$ cat config.mk
export PLATFORM = sky130hd
export DESIGN_NAME = hazard_scoreboard_flat
export DESIGN_NICKNAME = d
export VERILOG_FILES = /design/src/rtl/hazard_scoreboard_pkg.sv /design/src/rtl/hazard_scoreboard_if.sv /design/src/rtl/hazard_scoreboard_mc_tracker.sv /design/src/rtl/hazard_scoreboard.sv /design/src/flat_wrapper.sv
export SDC_FILE = /design/constraint.sdc
export NUM_CORES = 1
export LEC_CHECK = 0
export ABC_AREA = 0
export CORE_MARGIN = 3
export CORE_UTILIZATION = 54
export DETAILED_ROUTE_END_ITERATION = 8
export DONT_BUFFER_PORTS = 1
export HOLD_SLACK_MARGIN = 0.12
export PLACE_DENSITY = 0.7
export REMOVE_ABC_BUFFERS = 1
export SYNTH_ARGS = -nofsm -noshare
export SYNTH_HDL_FRONTEND = slang
export SYNTH_SLANG_ARGS = --single-unit
$ cat constraint.sdc
create_clock -name clk -period 4.2 [get_ports clk]
set_clock_uncertainty 0.05 [all_clocks]
set_input_delay 0.63 -clock clk [delete_from_list [all_inputs] [get_ports clk]]
set_output_delay 0.63 -clock clk [all_outputs]
set_load 0.05 [all_outputs]
$ cat src/rtl/hazard_scoreboard_pkg.sv
// hazard_pkg: shared types and defaults for the hazard scoreboard
// Contents: fwd_sel_e forward selects, op_class_e D-stage op classes, REG_AW_DEF register address width
package hazard_pkg;
    localparam int REG_AW_DEF = 5;
    typedef enum logic [1:0] {FWD_RF = 2'b00, FWD_W = 2'b01, FWD_M = 2'b10} fwd_sel_e;
    typedef enum logic [1:0] {CLS_ALU = 2'd0, CLS_LOAD = 2'd1, CLS_MC = 2'd2} op_class_e;
endpackage

$ cat src/rtl/hazard_scoreboard_if.sv
// hazard_if: pipeline <-> hazard unit signal bundle
// master: pipeline side (drives stage register fields, receives stall/flush/forward/MC status)
// slave:  hazard unit side (the reverse)
interface hazard_if #(
    parameter int REG_AW  = hazard_pkg::REG_AW_DEF,
    parameter int NUM_SRC = 2,
    parameter int CNT_W   = 16
);
    logic [NUM_SRC*REG_AW-1:0] rs_d;
    logic [REG_AW-1:0]         rd_d;
    logic                      regwrite_d;
    logic [1:0]                class_d;
    logic [NUM_SRC*REG_AW-1:0] rs_e;
    logic [REG_AW-1:0]         rd_e;
    logic                      regwrite_e;
    logic                      resultsrc_e;
    logic [REG_AW-1:0]         rd_m;
    logic [REG_AW-1:0]         rd_w;
    logic                      regwrite_m;
    logic                      regwrite_w;
    logic                      pcsrc_e;
    logic                      stall_f;
    logic                      stall_d;
    logic                      flush_d;
    logic                      flush_e;
    logic [NUM_SRC*2-1:0]      fwd_e;
    logic                      mc_busy;
    logic                      mc_wb;
    logic [REG_AW-1:0]         mc_rd;
    logic [CNT_W-1:0]          stall_cnt;
    modport master (
        output rs_d, rd_d, regwrite_d, class_d, rs_e, rd_e, regwrite_e, resultsrc_e,
               rd_m, rd_w, regwrite_m, regwrite_w, pcsrc_e,
        input  stall_f, stall_d, flush_d, flush_e, fwd_e, mc_busy, mc_wb, mc_rd, stall_cnt
    );
    modport slave (
        input  rs_d, rd_d, regwrite_d, class_d, rs_e, rd_e, regwrite_e, resultsrc_e,
               rd_m, rd_w, regwrite_m, regwrite_w, pcsrc_e,
        output stall_f, stall_d, flush_d, flush_e, fwd_e, mc_busy, mc_wb, mc_rd, stall_cnt
    );
endinterface

$ cat src/rtl/hazard_scoreboard_mc_tracker.sv
// mc_tracker: one-entry scoreboard for the fixed-latency multicycle unit
// Ports: clk, rst (async high), alloc/alloc_rd (issue of an MC op), busy, rd (outstanding dest), wb (result written this cycle)
module mc_tracker #(
    parameter int REG_AW = hazard_pkg::REG_AW_DEF,
    parameter int MC_LAT = 4
) (
    input  logic              clk,
    input  logic              rst,
    input  logic              alloc,
    input  logic [REG_AW-1:0] alloc_rd,
    output logic              busy,
    output logic [REG_AW-1:0] rd,
    output logic              wb
);
    localparam int CW = $clog2(MC_LAT + 1);
    logic [CW-1:0] cnt;
    assign wb = busy && cnt == CW'(1);
    // Allocation wins over the clear so a new op can start in the write-back cycle.
    always_ff @(posedge clk or posedge rst) begin
        if (rst) begin
            busy <= 1'b0;
            rd   <= '0;
            cnt  <= '0;
        end else if (alloc) begin
            busy <= 1'b1;
            rd   <= alloc_rd;
            cnt  <= CW'(MC_LAT);
        end else if (busy) begin
            cnt  <= cnt - 1'b1;
            busy <= !wb;
        end
    end
endmodule

$ cat src/rtl/hazard_scoreboard.sv
// hazard_scoreboard: forwarding, load-use/MC stalls, branch flush and stall counter for a 5-stage pipeline
// Ports: clk, rst (async high), hz (hazard_if.slave carrying all stage fields and hazard outputs)
module hazard_scoreboard
    import hazard_pkg::*;
#(
    parameter int REG_AW  = REG_AW_DEF,
    parameter int NUM_SRC = 2,
    parameter int MC_LAT  = 4,
    parameter int CNT_W   = 16
) (
    input logic     clk,
    input logic     rst,
    hazard_if.slave hz
);
    logic [NUM_SRC*2-1:0] fwd;
    logic                 load_use;
    logic                 mc_raw;
    logic                 hazard;
    logic                 stall;
    logic                 alloc;
    logic                 busy;
    logic                 wb;
    logic [REG_AW-1:0]    mc_rd;
    logic [CNT_W-1:0]     cnt;
    always_comb begin
        fwd      = '0;
        load_use = 1'b0;
        mc_raw   = 1'b0;
        for (int i = 0; i < NUM_SRC; i++) begin
            fwd[2*i +: 2] = (hz.regwrite_m && hz.rd_m != '0 && hz.rd_m == hz.rs_e[i*REG_AW +: REG_AW]) ? FWD_M :
                            (hz.regwrite_w && hz.rd_w != '0 && hz.rd_w == hz.rs_e[i*REG_AW +: REG_AW]) ? FWD_W : FWD_RF;
            load_use = load_use || (hz.resultsrc_e && hz.regwrite_e && hz.rd_e != '0 &&
                                    hz.rd_e == hz.rs_d[i*REG_AW +: REG_AW]);
            mc_raw   = mc_raw || (busy && mc_rd == hz.rs_d[i*REG_AW +: REG_AW]);
        end
    end
    // Data hazards on the MC result hold through the write-back cycle (no MC forwarding);
    // the structural hazard releases in that cycle so a new MC op can allocate back-to-back.
    assign hazard = load_use || mc_raw || (busy && hz.regwrite_d && hz.rd_d == mc_rd) ||
                    (busy && !wb && hz.class_d == CLS_MC);
    assign stall  = hazard && !hz.pcsrc_e;
    assign alloc  = !stall && !hz.pcsrc_e && hz.class_d == CLS_MC && hz.regwrite_d && hz.rd_d != '0;
    mc_tracker #(.REG_AW(REG_AW), .MC_LAT(MC_LAT)) u_mc (
        .clk      (clk),
        .rst      (rst),
        .alloc    (alloc),
        .alloc_rd (hz.rd_d),
        .busy     (busy),
        .rd       (mc_rd),
        .wb       (wb)
    );
    always_ff @(posedge clk or posedge rst) begin
        if (rst) cnt <= '0;
        else if (stall && cnt != '1) cnt <= cnt + 1'b1;
    end
    // Combinational outputs are forced low while reset is held so everything reads 0 at once.
    assign hz.stall_f   = !rst && stall;
    assign hz.stall_d   = !rst && stall;
    assign hz.flush_d   = !rst && hz.pcsrc_e;
    assign hz.flush_e   = !rst && (hz.pcsrc_e || hazard);
    assign hz.fwd_e     = rst ? '0 : fwd;
    assign hz.mc_busy   = busy;
    assign hz.mc_wb     = wb;
    assign hz.mc_rd     = mc_rd;
    assign hz.stall_cnt = cnt;
endmodule
$ cat src/flat_wrapper.sv
// flat-port wrapper written by rule: the top's interface ports become plain ports
module hazard_scoreboard_flat import hazard_pkg::*;
#(
    parameter int REG_AW  = REG_AW_DEF,
    parameter int NUM_SRC = 2,
    parameter int MC_LAT  = 4,
    parameter int CNT_W   = 16
)
  (clk, rst, hz_rs_d, hz_rd_d, hz_regwrite_d, hz_class_d, hz_rs_e, hz_rd_e, hz_regwrite_e, hz_resultsrc_e, hz_rd_m, hz_rd_w, hz_regwrite_m, hz_regwrite_w, hz_pcsrc_e, hz_stall_f, hz_stall_d, hz_flush_d, hz_flush_e, hz_fwd_e, hz_mc_busy, hz_mc_wb, hz_mc_rd, hz_stall_cnt);
  hazard_if #(.REG_AW(REG_AW), .NUM_SRC(NUM_SRC), .CNT_W(CNT_W)) hz_i ();
  input logic clk;
  input logic rst;
  input wire logic [$bits(hz_i.rs_d)-1:0] hz_rs_d;
  input wire logic [$bits(hz_i.rd_d)-1:0] hz_rd_d;
  input wire logic [$bits(hz_i.regwrite_d)-1:0] hz_regwrite_d;
  input wire logic [$bits(hz_i.class_d)-1:0] hz_class_d;
  input wire logic [$bits(hz_i.rs_e)-1:0] hz_rs_e;
  input wire logic [$bits(hz_i.rd_e)-1:0] hz_rd_e;
  input wire logic [$bits(hz_i.regwrite_e)-1:0] hz_regwrite_e;
  input wire logic [$bits(hz_i.resultsrc_e)-1:0] hz_resultsrc_e;
  input wire logic [$bits(hz_i.rd_m)-1:0] hz_rd_m;
  input wire logic [$bits(hz_i.rd_w)-1:0] hz_rd_w;
  input wire logic [$bits(hz_i.regwrite_m)-1:0] hz_regwrite_m;
  input wire logic [$bits(hz_i.regwrite_w)-1:0] hz_regwrite_w;
  input wire logic [$bits(hz_i.pcsrc_e)-1:0] hz_pcsrc_e;
  output wire logic [$bits(hz_i.stall_f)-1:0] hz_stall_f;
  output wire logic [$bits(hz_i.stall_d)-1:0] hz_stall_d;
  output wire logic [$bits(hz_i.flush_d)-1:0] hz_flush_d;
  output wire logic [$bits(hz_i.flush_e)-1:0] hz_flush_e;
  output wire logic [$bits(hz_i.fwd_e)-1:0] hz_fwd_e;
  output wire logic [$bits(hz_i.mc_busy)-1:0] hz_mc_busy;
  output wire logic [$bits(hz_i.mc_wb)-1:0] hz_mc_wb;
  output wire logic [$bits(hz_i.mc_rd)-1:0] hz_mc_rd;
  output wire logic [$bits(hz_i.stall_cnt)-1:0] hz_stall_cnt;
  assign hz_i.rs_d = hz_rs_d;
  assign hz_i.rd_d = hz_rd_d;
  assign hz_i.regwrite_d = hz_regwrite_d;
  assign hz_i.class_d = hz_class_d;
  assign hz_i.rs_e = hz_rs_e;
  assign hz_i.rd_e = hz_rd_e;
  assign hz_i.regwrite_e = hz_regwrite_e;
  assign hz_i.resultsrc_e = hz_resultsrc_e;
  assign hz_i.rd_m = hz_rd_m;
  assign hz_i.rd_w = hz_rd_w;
  assign hz_i.regwrite_m = hz_regwrite_m;
  assign hz_i.regwrite_w = hz_regwrite_w;
  assign hz_i.pcsrc_e = hz_pcsrc_e;
  assign hz_stall_f = hz_i.stall_f;
  assign hz_stall_d = hz_i.stall_d;
  assign hz_flush_d = hz_i.flush_d;
  assign hz_flush_e = hz_i.flush_e;
  assign hz_fwd_e = hz_i.fwd_e;
  assign hz_mc_busy = hz_i.mc_busy;
  assign hz_mc_wb = hz_i.mc_wb;
  assign hz_mc_rd = hz_i.mc_rd;
  assign hz_stall_cnt = hz_i.stall_cnt;
  hazard_scoreboard #(.REG_AW(REG_AW), .NUM_SRC(NUM_SRC), .MC_LAT(MC_LAT), .CNT_W(CNT_W)) u_core (.clk(clk), .rst(rst), .hz(hz_i));
endmodule
==> results of run 1 <==
[layer usage]
| layer | vias up | share of wire | GRT usage | wire length (um) |
|---|---|---|---|---|
| li1 | 692 | - | - | - |
| met1 | 715 | 0.36 | 0.228 | 1540 |
| met2 | 84 | 0.52 | 0.398 | 2230 |
| met3 | 6 | 0.11 | 0.0693 | 493 |
| met4 | 0 | 0.0086 | 0.0580 | 37 |
| met5 | - | 0 | 0 | 0 |
[synth_stat cells (2+ instances only)]
master    number
xnor2_1       32
xor2_1        30
dfrtp_1       25
nand2_1       12
nor3_1        10
nor4_1        10
nor2_1         9
nand3_1        8
inv_1          7
nand4_1        6
mux2_4         5
or4_1          5
nor4_2         4
and3_1         3
ha_1           3
a21oi_1        2
buf_6          2
nand2b_1       2
nand4b_1       2
[worst min-delay path by stage]
stage                             startpoint                 endpoint  slack [ps]  cells past startpoint
after floorplan           u_core.u_mc.cnt[2]       u_core.u_mc.cnt[2]         430                      2
final                                    rst  u_core.hz.stall_cnt[13]         200                      2
after detailed placement  u_core.u_mc.cnt[2]       u_core.u_mc.cnt[2]         470                      2
after CTS                                rst   u_core.hz.stall_cnt[0]         200                      2
after global routing                     rst   u_core.hz.stall_cnt[1]         210                      2
after global placement    u_core.u_mc.cnt[2]       u_core.u_mc.cnt[2]         450                      2
[flip-flops by register name (all words and copies together), names as in the netlist]
register and flops:
u_core.hz.stall_cnt 16, u_core.u_mc.busy 1, u_core.u_mc.cnt 3, u_core.u_mc.rd 5
[power breakdown]
group / internal [mW] / leakage (nW) / switching, mW
clock network: 0.0363 / 0.0139 / 0.0720
logic: 0.146 / 0.503 / 0.168
registers: 0.296 / 0.313 / 0.211
[per-stage QoR]
| stage | TNS, ps | setup slack, ps |
|---|---|---|
| after floorplan | -314 | -157 |
| after global placement | 0 | 1050 |
| after detailed placement | 0 | 965 |
| after CTS | 0 | 556 |
| after global routing | 0 | 455 |
| final | 0 | 576 |
[worst reg2reg max path: cells and delay by family (launching register included)]
kind                   cells  cell delay [ps]
XOR/XNOR                   1              170
buffers and inverters      1              210
multiplexers               1              380
flip-flops                 1              780
AO/OA/AOI/OAI              1              130
AND/OR/NAND/NOR            3              880
[cell type report]
class	count	area, um^2	share of cell area
tap	44	55.1	0.0275
clock buffer	3	22.5	0.0113
clock inverter	1	7.51	0.00375
multi-input combinational	155	1190	0.596
inverter	7	26.3	0.0131
sequential	25	626	0.313
timing repair buffer	9	71.3	0.0357
[logic make-up (layout without fill, tap and decap cells)]
family                   after synthesis  in the layout  share of synthesized area
adder cells (fa/ha/maj)                3              3                     0.0200
AO/OA/AOI/OAI                          9              9                     0.0314
flip-flops                            25             25                      0.334
XOR/XNOR                              62             62                      0.290
AND/OR/NAND/NOR                       75             75                      0.236
buffers and inverters                 13             20                     0.0427
multiplexers                           6              6                     0.0461
==> impl_metrics.tcl, run 1 <==
set metrics [dict create \
    grt_usage 0.214 \
    synth_edf_count 0 \
    leakage_nw 0.830 \
    fin_total_pwr_mw 0.928 \
    hpwl_um 3570 \
    path_delay_family "simple AND/OR/NAND/NOR gates" \
    post-route-min-period_ps 3620 \
    cp-startpoint "u_core.u_mc.rd[2]" \
    synthDistinctLibCells 35 \
    cts_sinks 25 \
    crit_cells 6 \
    fillCellCount 278 \
    crit_chain "xor2_1 > nor4_1 > a31oi_1 > and4_1 > nor3_2 > buf_6" \
    synth_ff_type "dfrtp_1" \
    io_pins 81 \
    wl_per_cell_um 17.7 \
    n_antenna_cell 0 \
    grt_pass1_wl_um 7130 \
    rsz0062_at_grt "false" \
    critical_path.slowest_cell "dfrtp_1" \
    first_pass_iters 4 \
    post_cts.repair.setup_buffers 0 \
    ant_nets 0 \
    vias 1497 \
    crit_path_end_kind "output pin" \
    cts_max_path_buffers 2 \
    initialDrtViolationCount 76 \
    vias_per_cell 6.14 \
    crit_required_ps 3520 \
    critical_path_class "reg -> out" \
    synth_area_leaders "dfrtp_1 33%, xnor2_1 15%, xor2_1 14%, mux2_4 4.0%, nor4_1 3.3%" \
    setup_viol 0 \
    hold_ws_ps 200 \
    initial_utilization 0.589 \
    layout_commonest_cell "xnor2_1" \
    post-route-period-util 0.863 \
    path_buf_inv 1 \
    h-tree-depth 1 \
    synth_area_leader_cell "dfrtp_1" \
    final_util 0.629 \
    place_area_um2 1970 \
    hp-class "in -> async" \
    fin_nets 254 \
    dieWidth_um 64.9 \
    clk_latency_ps 320 \
    io_buffers 0 \
    finalWeightedCongestion 0.866 \
    tritoncts "done" \
    netlist.area_leader.share 0.334 \
    areaGrowthSynthToFinish_pct 6.75 \
    dieHeight_um 64.9 \
    grt-ovfl-total 0 \
    reg2reg_to "u_core.hz.stall_cnt[1]" \
    status "finished, final reports clean" \
    reg2reg_from "u_core.u_mc.rd[2]" \
    start_kind "flip-flop" \
    grt_pass1_vias 1692 \
    route.detailed.drc 0 \
    drv_slew 0 \
    critPathMaxFanout 5 \
    arrival_ps 2940 \
    row_count 20 \
    ctsHoldBuffers 0 \
    ys_ff_latch 25 \
    core_um2 3180 \
    vdd_drop_max_uv 173 \
    rrSetupSlack_ps 1510 \
    grt_start_max_net_pins 26 \
    ys_seq_area_frac 0.334 \
    syn_avg_cell_area_um2 9.70 \
    synthCells 193 \
    ctsResizeCount 0 \
    tightest_slew_ps 934 \
    final_cell_mix "32 x xnor2_1, 30 x xor2_1, 25 x dfrtp_1, 12 x nand2_1" \
    slowest_delay_ps 780 \
    final_cells 244 \
    slew_headroom 0.374 \
    clockRootBuffer "clkbuf_4" \
    r2r_cells 7 \
    drive_above_1_share 0.140 \
    max_clock_freq_mhz 276 \
    drt_wl_total_um 4310 \
    synthesis.area_um2 1870 \
    final_cell_area_um2 2000 \
    dieArea_um2 4210 \
    finalHoldViolCount 0 \
    maxCapViolCount 0 \
    crit_end "hz_stall_d" \
    antenna_found_initial 0 \
    ys_warn_count 0 \
    dp.cells 240 \
    path_clk_slew_ps 140 \
    async_flop_share 1.00 \
    p_per_area_nw_per_um2 464 \
    numCtsBuffers 3 \
]
No activity file was read; power rests on OpenSTA's default activity.
==> run 2: changes to the inputs <==
--- a/config.mk
+++ b/config.mk
@@ -8,6 +8,7 @@
 export ABC_AREA = 0
 export CORE_MARGIN = 3
 export CORE_UTILIZATION = 54
+export CTS_CLUSTER_SIZE = 28
 export DETAILED_ROUTE_END_ITERATION = 8
 export DONT_BUFFER_PORTS = 1
 export HOLD_SLACK_MARGIN = 0.12
==> results of run 2 <==
Same layout as run 1: the final DEF is identical, and so are final timing and power.
==> run 3: changes to the inputs <==
--- a/config.mk
+++ b/config.mk
@@ -14,6 +14,7 @@
 export HOLD_SLACK_MARGIN = 0.12
 export PLACE_DENSITY = 0.7
 export REMOVE_ABC_BUFFERS = 1
+export SETUP_SLACK_MARGIN = 0.15
 export SYNTH_ARGS = -nofsm -noshare
 export SYNTH_HDL_FRONTEND = slang
 export SYNTH_SLANG_ARGS = --single-unit
==> results of run 3 <==
Same layout as run 1: the final DEF is identical, and so are final timing and power.
